**src/rtl/dm_port_arbiter.sv**
```systemverilog
// Two-requester arbiter for the single-port data memory.
// The CPU M-stage port (A) and a secondary master (B) share one access per cycle.
// A bounded starvation counter guarantees B progress under continuous CPU traffic.
// Synchronous read data is routed back to whichever master owned the read.
module dm_port_arbiter #(
    parameter int unsigned STARVE_MAX = 4,
    parameter int unsigned ADDR_W     = 32
) (
    input  logic              clk,
    input  logic              reset,
    // CPU port
    input  logic              cpu_req,
    input  logic [3:0]        cpu_we,
    input  logic [ADDR_W-1:0] cpu_addr,
    input  logic [31:0]       cpu_wdata,
    output logic              cpu_stall,
    output logic [31:0]       cpu_rdata,
    output logic              cpu_rvalid,
    // Secondary master port
    input  logic              b_req,
    input  logic [3:0]        b_we,
    input  logic [ADDR_W-1:0] b_addr,
    input  logic [31:0]       b_wdata,
    output logic              b_gnt,
    output logic [31:0]       b_rdata,
    output logic              b_rvalid,
    // Memory port
    output logic              mem_en,
    output logic [3:0]        mem_we,
    output logic [ADDR_W-1:0] mem_addr,
    output logic [31:0]       mem_wdata,
    input  logic [31:0]       mem_rdata
);

    localparam logic [3:0] StarveMax = 4'(STARVE_MAX);

    typedef enum logic [1:0] {
        RdNone = 2'd0,
        RdCpu  = 2'd1,
        RdB    = 2'd2
    } rd_owner_e;

    logic [3:0]        starve_cnt_q, starve_cnt_d;
    rd_owner_e         rd_owner_q, rd_owner_d;
    logic              cpu_win;
    logic              b_win;
    logic [ADDR_W-1:0] sel_addr;

    // Grant decision: B wins when alone, or when contended and it has waited long enough.
    always_comb begin
        cpu_win = 1'b0;
        b_win   = 1'b0;
        if (b_req && (!cpu_req || (starve_cnt_q == StarveMax))) begin
            b_win = 1'b1;
        end else if (cpu_req) begin
            cpu_win = 1'b1;
        end
    end

    // Memory mux; with no grant the CPU operands pass through but the strobe is off.
    always_comb begin
        sel_addr  = b_win ? b_addr : cpu_addr;
        mem_en    = cpu_win | b_win;
        mem_we    = 4'b0000;
        if (b_win) begin
            mem_we = b_we;
        end else if (cpu_win) begin
            mem_we = cpu_we;
        end
        mem_addr  = {sel_addr[ADDR_W-1:2], 2'b00};
        mem_wdata = b_win ? b_wdata : cpu_wdata;
        b_gnt     = b_win;
        cpu_stall = b_win & cpu_req;
    end

    // Starvation counter and read-owner next state.
    always_comb begin
        starve_cnt_d = starve_cnt_q;
        if (b_win) begin
            starve_cnt_d = 4'd0;
        end else if (b_req && (starve_cnt_q != StarveMax)) begin
            starve_cnt_d = starve_cnt_q + 4'd1;
        end

        rd_owner_d = RdNone;
        if (b_win && (b_we == 4'b0000)) begin
            rd_owner_d = RdB;
        end else if (cpu_win && (cpu_we == 4'b0000)) begin
            rd_owner_d = RdCpu;
        end
    end

    // State registers; reset cancels any pending read return.
    always_ff @(posedge clk or negedge reset) begin
        if (!reset) begin
            starve_cnt_q <= 4'd0;
            rd_owner_q   <= RdNone;
        end else begin
            starve_cnt_q <= starve_cnt_d;
            rd_owner_q   <= rd_owner_d;
        end
    end

    // Read return: the memory data arrives in the cycle the owner register names.
    always_comb begin
        cpu_rvalid = (rd_owner_q == RdCpu);
        b_rvalid   = (rd_owner_q == RdB);
        cpu_rdata  = cpu_rvalid ? mem_rdata : 32'h0;
        b_rdata    = b_rvalid   ? mem_rdata : 32'h0;
    end

endmodule
```
**config.mk**
```make
export PLATFORM = sky130hd
export DESIGN_NAME = dm_port_arbiter
export DESIGN_NICKNAME = d
export VERILOG_FILES = /design/src/rtl/dm_port_arbiter.sv
export SDC_FILE = /design/constraint.sdc
export NUM_CORES = 1
export LEC_CHECK = 0
export CAP_MARGIN = 20
export CORE_AREA = 2 2 118 120
export CTS_BUF_LIST = sky130_fd_sc_hd__clkbuf_4 sky130_fd_sc_hd__clkbuf_8 sky130_fd_sc_hd__clkbuf_16
export CTS_CLUSTER_SIZE = 16
export DETAILED_ROUTE_END_ITERATION = 10
export DIE_AREA = 0 0 120 122
export GPL_TIMING_DRIVEN = 0
export PLACE_DENSITY = 0.66
export SYNTH_ARGS = -nofsm -noshare
export SYNTH_HDL_FRONTEND = slang
export SYNTH_SLANG_ARGS = --single-unit
```
**constraint.sdc**
```tcl
create_clock -name clk -period 2.32 [get_ports clk]
set_clock_uncertainty 0.15 [all_clocks]
set_input_delay 0.348 -clock clk [delete_from_list [all_inputs] [get_ports clk]]
set_output_delay 0.348 -clock clk [all_outputs]
set_load 0.02 [all_outputs]
```
After elaboration in Yosys (flattened, before gate mapping):

Index checks and enable logic that the tools add are counted.

* $add $sub $neg: 1
* eq/ne operators: 4
* muxes and demuxes: 13
* bitwise gates (word level): 2
* reductions and logical operators: 9

Operator list (number)
* 32-bit two-way mux: 4
* 4-bit two-way mux: 4
* 4-bit logical NOT: 2
* 4-bit by 1-bit adder with 4-bit output (second input constant): 1
* 4-bit by 3-bit equality test with 1-bit output (second input constant): 1
* 1-bit logical AND: 4
* 1-bit two-way mux: 4
* 4-bit by 3-bit inequality test with 1-bit output (second input constant): 1
* 2-bit by 1-bit equality test with 1-bit output (second input constant): 1
* 2-bit equality test (second input constant): 1
* 2-bit two-way mux: 1
* 2-bit nonzero test: 1
* 1-bit bitwise AND: 1
* 1-bit logical NOT: 1
* 1-bit logical OR: 1
* 1-bit OR: 1

* register bits after elaboration: 6
* bits of input ports: 172
* output and inout bits: 137
* logic and storage cells: 31

Longest topological paths before layout:

Gate-level depths: netlist (run 1).

* word-level depth: 7
* mapped depth: 6
* gate-level depth less buffers: 5

Worst setup path before layout (run 1):

OpenSTA, ideal clock, no wires.

* path type: reg2out
* start point: reg starve_cnt_q[0]
* end point: out mem_wdata[23]
* arrival time: 1.708 ns
* setup slack: 0.114 ns
* stages on the path, launching flop included: 7
* path buffers: 1
* cell sequence: dfrtp_1 inv_1 ha_1 nand3b_4 a21oi_4 buf_6 mux2_2

* longest elaborated chain between the ends: 5

Ends and longest elaborated chain
* from (decl): line 43 `logic [3:0] starve_cnt_q, starve_cnt_d;`
* from (signal assigned): line 99 `starve_cnt_q <= starve_cnt_d;`
* 4-bit by 3-bit equality test with 1-bit output: line 53 `if (b_req && (!cpu_req || (starve_cnt_q == StarveMax))) begin`
* 1-bit logical OR: line 53
* 1-bit logical AND: line 53
* 1-bit two-way mux: line 53
* via b_gnt: line 24 `output logic b_gnt,`
* 32-bit two-way mux: line 71 `mem_wdata = b_win ? b_wdata : cpu_wdata;`
* to (decl): line 31 `output logic [31:0] mem_wdata,`

The timed path passes the listed nets, and every way through them passes these cells.

Final worst setup path (run 1):

* start point: reg starve_cnt_q[0]
* end point: out mem_wdata[8]

* longest elaborated chain between the ends: 5

Ends and longest elaborated chain (line)
* 4-bit by 3-bit equality test with 1-bit output: 53
* 1-bit logical OR: 53
* 1-bit logical AND: 53
* 1-bit two-way mux: 53
* 32-bit two-way mux: 71

Every way passes these cells.

==> results of run 1 <==
==> worst paths after layout <==
kind,from,endpoint,slack (ns),cells after the start
worst max register to register,starve_cnt_q[0]$_DFFE_PN0P_,starve_cnt_q[1]$_DFFE_PN0P_,0.68,7
worst min-delay path,reset,starve_cnt_q[3]$_DFFE_PN0P_,0.22,1
worst max-delay path,starve_cnt_q[0]$_DFFE_PN0P_,mem_wdata[8],-0.14,8
worst min register to register,starve_cnt_q[3]$_DFFE_PN0P_,starve_cnt_q[3]$_DFFE_PN0P_,0.44,2
max in group asynchronous,reset,rd_owner_q[1]$_DFF_PN0_,1.59,1
min in group clk,b_req,starve_cnt_q[1]$_DFFE_PN0P_,0.32,2
==> layer usage <==
| layer | up-vias | track usage | wire, µm |
|---|---|---|---|
| met3 | 8 | 0.0463 | 1410 |
| met5 | - | 0 | 0 |
| met4 | 0 | 0.0257 | 80 |
| met1 | 1164 | 0.121 | 3340 |
| li1 | 1278 | - | - |
| met2 | 188 | 0.277 | 6090 |
==> cells in the mapped netlist <==
library cell  instances
or3_1                 1
inv_1                 9
and2_1               65
or2_2                 1
buf_4                 2
o21ai_0               2
conb_1                1
ha_1                  2
a211o_1               1
clkbuf_1              6
nor2b_1               3
nand3_1               1
mux2i_1               4
nand4_1               1
o22ai_1               1
a22o_1                1
nand3b_4              1
buf_2                 1
a21oi_4               1
nor2_1                3
nand2_1               6
nor4_1                1
mux2_2               62
dfrtp_1               6
a31oi_1               2
o21ai_2               1
buf_6                 6
==> critical path, delay by kind of cell, from the launching register on <==
kind	cells	cell delay, ns
adders and majority gates	1	0.16
buffers and inverters	4	0.57
and+or+nand+nor	1	0.09
DFF	1	0.39
muxes	1	0.35
AOI/OAI and AO/OA	1	0.18
==> cells in the final DEF (no fill, tap or decap), drive strengths merged, types with 4 or more instances in the layout <==
cell type and count:
nand2 6, mux2i 4, clkdlybuf4s50 174, inv 9
mux2 62, dlygate4sd2 12, buf 91, dfrtp 6
clkbuf 9, dlymetal6s2s 48, and2 65
==> cells by family after synthesis <==
kind of cell	count (synthesis)	share of synthesized area
flops	6	0.0915
fa+ha+maj	2	0.0152
mux	66	0.450
buf+inv	24	0.0876
compound gates	9	0.0435
other cells	1	0.00228
simple gates	83	0.310
==> repair_timing <==
action                     4_1_cts  5_1_grt
setup endpoints to repair      128      114
buffers inserted                 7        5
cloned                           2        1
resized for setup              401       82
pin swaps                        1        0
==> power by group <==
group | internal (µW) | leakage, µW | switching, µW
registers | 116 | 0.0000811 | 11.7
clock network | 221 | 0.0000370 | 54.0
logic | 630 | 0.00308 | 396
total | 967 | 0.00320 | 461
==> state kept, by name, indices dropped and copies added, names as in the netlist <==
signal        flops
rd_owner_q        2
starve_cnt_q      4
==> final cells by class <==
type	count	area [µm²]
fill	1323	8110
timing repair buffer	316	3230
multi-input combinational	162	1520
tap	180	225
buffer	15	165
sequential	6	150
clock buffer	3	75.1
inverter	9	33.8
==> per-stage QoR <==
stage / util / hold slack (ns) / cell area (µm²)
global placement: 0.362 / 0.388 / 4880
detailed placement: 0.362 / 0.419 / 4880
finish: 0.400 / 0.216 / 5400
floorplan: - / -0.0976 / 1650
CTS: 0.379 / 0.230 / 5120
global route: 0.400 / 0.251 / 5400
==> flow_metrics.py, run 1 <==
metrics = {
    "status": {
        "status": "complete, but fails checks",
        "violations": "negative setup slack",
    },
    "drt": {
        "dr.pass1.iters": 4,
        "drtIter0Drc": 47,
        "vias": 2638,
        "drtAntennaViolNets": 0,
        "wl_per_cell_um": 15.8,
        "vias_per_cell": 3.82,
        "drt-total-wl_um": 10900,
        "post-route-drc-count": 0,
    },
    "synth": {
        "yosysUniqueCellTypes": 27,
        "seq_area_frac_synth": 0.0915,
        "synth.top_cell.area_share": 0.425,
        "avgSynthCellArea_um2": 8.59,
        "syn_area_um2": 1640,
        "syn_inst": 191,
        "synth.area.top_cells": "mux2_2 (43%), and2_1 (25%), dfrtp_1 (9.1%), buf_6 (4.1%), mux2i_1 (2.4%)",
        "synth-seq-cells": 6,
        "synth_largest_area_cell": "mux2_2",
        "yosys_warnings": 0,
    },
    "placement": {
        "portBuffers": 301,
        "post-place-cells": 673,
        "gp_congestion": 0.832,
        "pre_cts_slack_ns": -0.714,
        "post-dp-hpwl_um": 9340,
    },
    "cts": {
        "clkSlewWorstSetupHoldPaths_ns": 0.03,
        "ctsHoldBuffers": 0,
        "cts_buffers": 3,
        "cts_tree": "yes",
        "clockBufferDepth": 2,
        "cts_root_buf": "clkbuf_16",
        "clock_latency_ns": 0.23,
        "cts.sink_count": 6,
        "htreeDepth": 1,
    },
    "layout": {
        "drive_gt1_frac": 0.335,
        "diodes": 0,
        "syn_to_final_growth_pct": 229,
        "final_nets": 687,
        "instances_no_fill": 691,
    },
    "power_and_ir_drop": {
        "powerDensity_nw_per_um2": 265,
        "p_total_uw": 1430,
        "leakage_uw": 0.00320,
        "ir_drop_v": 0.000203,
    },
    "sta": {
        "slew_violations": 0,
        "fin_crit_sh": 1.06,
        "rsz0062_at_grt": "true",
        "setup_violations": 64,
        "setup-tns-final_ns": -4.71,
        "finalWorstSetupSlack_ns": -0.137,
        "period_needed_ns": 2.46,
        "hold_viol_final": 0,
        "fmax_ghz": 0.407,
    },
    "grt": {
        "grt_usage": 0.132,
        "grt_max_degree": 11,
        "antenna_found_initial": 0,
        "grt_pass1_wl_um": 15200,
        "grt_overflow": 0,
        "grt_pass1_vias": 2782,
    },
    "worst_setup_path": {
        "end_kind": "output port",
        "start_kind": "register",
        "critical_path.slowest_cell": "dfrtp_1",
        "cp.arrival_ns": 1.96,
        "cp_max_fo": 6,
        "critical-path-max-stage-delay_ns": 0.39,
        "crit_chain": "inv_2, ha_4, nand3b_4, a21oi_4, buf_6, buf_8, mux2_2, buf_2",
        "crit_required_ns": 1.82,
        "worstSetupPathType": "reg -> out",
    },
    "run": {
        "cap_violations": 0,
    },
    "die": {
        "die_x_um": 120,
        "core_um2": 13500,
        "num_io_pins": 309,
        "rows": 43,
        "start_util": 0.122,
        "fp.dieH_um": 122,
        "die-area_um2": 14600,
    },
    "worst_hold_path": {
        "worstHoldPathType": "in -> async",
    },
}
Power figures use the tool's default switching activity.
==> run 2, diff against run 1 <==
Clock period 2.32 ns to 2.8 ns, I/O delays scaled along.
==> flow_metrics.py, run 2 (synthesis results as in run 1) <==
metrics = {
    "worst_setup_path": {
        "critical_path.slowest_cell": "dfrtp_2",
        "crit_required_ns": 2.23,
        "end_kind": "output port",
        "cp_max_fo": 10,
        "start_kind": "register",
        "worstSetupPathType": "reg -> out",
        "worstReg2RegStart": "starve_cnt_q[0]$_DFFE_PN0P_",
        "crit_chain": "inv_1, ha_2, nand3b_4, a21oi_4, buf_12, buf_6, mux2_2, clkbuf_2",
        "rr_worst_depth": 7,
        "rrSetupSlack_ns": 1.11,
        "critical-path-max-stage-delay_ns": 0.42,
        "cp.arrival_ns": 2.07,
        "cp-startpoint": "starve_cnt_q[0]$_DFFE_PN0P_",
        "r2r_end": "rd_owner_q[1]$_DFF_PN0_",
    },
    "cts": {
        "cts.sink_count": 6,
        "ctsHoldBuffers": 0,
        "cts_buffers": 3,
        "clock_latency_ns": 0.23,
        "clockBufferDepth": 2,
        "htreeDepth": 1,
        "clkSlewWorstSetupHoldPaths_ns": 0.03,
        "cts_tree": "yes",
        "cts_root_buf": "clkbuf_16",
    },
    "layout": {
        "syn_to_final_growth_pct": 187,
        "ff_latch_area_um2": 151,
        "regMostFlops": "starve_cnt_q",
        "instances_no_fill": 679,
        "n_fill_cell": 1409,
        "final_nets": 675,
        "diodes": 0,
        "largest_reg_flops": 4,
        "reg_top3": "starve_cnt_q (4), rd_owner_q (2)",
        "final_common_cell": "clkdlybuf4s50_1",
        "final_cell_mix": "clkdlybuf4s50_1 (234), and2_1 (65), clkbuf_2 (62), mux2_2 (62), inv_1 (9)",
        "drive_gt1_frac": 0.291,
        "multiInputGateArea_um2": 1360,
        "final_area_um2": 4720,
    },
    "grt": {
        "grt_usage": 0.127,
        "grt_max_degree": 11,
        "grt_pass1_vias": 2683,
        "grt_overflow": 0,
        "grt_pass1_wl_um": 14600,
        "antenna_found_initial": 0,
    },
    "die": {
        "num_io_pins": 309,
        "core_um2": 13500,
        "die_x_um": 120,
        "fp.dieH_um": 122,
        "die-area_um2": 14600,
        "start_util": 0.122,
        "rows": 43,
    },
    "power_and_ir_drop": {
        "powerDensity_nw_per_um2": 217,
        "ir_drop_v": 0.000161,
        "leakage_uw": 0.00199,
        "p_total_uw": 1030,
    },
    "placement": {
        "post-dp-hpwl_um": 9340,
        "post-place-cells": 673,
        "pre_cts_slack_ns": -0.378,
        "portBuffers": 301,
        "gp_congestion": 0.832,
        "detailed_place.area_um2": 4880,
    },
    "sta": {
        "finalWorstSetupSlack_ns": 0.156,
        "fin_crit_sh": 0.944,
        "setup_violations": 0,
        "rsz0062_at_grt": "false",
        "slew_violations": 0,
        "hold_viol_final": 0,
        "period_needed_ns": 2.64,
        "fmax_ghz": 0.378,
    },
    "drt": {
        "drt-total-wl_um": 10200,
        "wl_per_cell_um": 15.0,
        "vias_per_cell": 3.78,
        "dr.pass1.iters": 2,
        "post-route-drc-count": 0,
        "drtAntennaViolNets": 0,
        "drtIter0Drc": 41,
        "vias": 2569,
    },
    "status": {
        "status": "finished clean",
    },
    "run": {
        "cap_violations": 0,
    },
    "worst_hold_path": {
        "worstHoldPathType": "in -> async",
    },
}
run 2: cell types whose count changed in the layout (fill, tap and decap cells not counted), sizes merged:
cell | previous run | this run
buf | 91 | 12
clkbuf | 9 | 69
clkdlybuf4s50 | 174 | 234
dlygate4sd2 | 12 | 3
dlymetal6s2s | 48 | 4
run 2: worst max-delay path by stage:
stage	end	slack, ns	cells past startpoint
global route	cpu_rdata[6]	0.009	4
floorplan	mem_wdata[23]	0.52	6
CTS	mem_we[1]	0.002	6
global placement	mem_wdata[16]	-0.39	5
finish	mem_wdata[16]	0.16	8
detailed placement	mem_wdata[16]	-0.38	5
run 2: critical path, delay by kind of cell (launching register included):
family	cells	cell delay [ns]
simple gates	1	0.13
fa+ha+maj	1	0.21
compound gates	1	0.21
buf+inv	4	0.52
mux	1	0.34
flops	1	0.42
run 2: repair_timing:
action	4_1_cts	5_1_grt
resized for setup	72	123
pin swaps	1	1
endpoints found under the setup margin	67	83
setup buffers	3	0
run 2: metal layers:
| metal | global-route usage | vias to the layer above | share of wire |
|---|---|---|---|
| met1 | 0.118 | 1133 | 0.32 |
| met2 | 0.265 | 180 | 0.55 |
| met5 | 0 | - | 0 |
| met4 | 0.0213 | 0 | 0.0047 |
| met3 | 0.0449 | 4 | 0.13 |
| li1 | - | 1252 | - |
run 2: report_power, final:
part / leakage [µW] / switching (µW) / total [µW] / internal, µW
clock: 0.0000370 / 44.4 / 227 / 183
combinational: 0.00187 / 295 / 691 / 397
sequential: 0.0000798 / 10.3 / 107 / 96.5
total: 0.00199 / 349 / 1030 / 676
run 2: cell type report:
class,count,share of cell area
Timing Repair Buffer,304,0.585
Multi-Input combinational cell,162,0.289
Sequential cell,6,0.0321
Clock buffer,3,0.0159
Tap cell,180,0.0477
Buffer,15,0.0239
Inverter,9,0.00716
run 2: stage by stage:
stage / utilization / TNS (ns) / hold WS [ns]
floorplan: - / 0 / -0.0256
global placement: 0.362 / -20.54 / 0.388
detailed placement: 0.362 / -20.14 / 0.419
CTS: 0.365 / 0 / 0.302
global route: 0.349 / 0 / 0.322
finish: 0.349 / 0 / 0.288
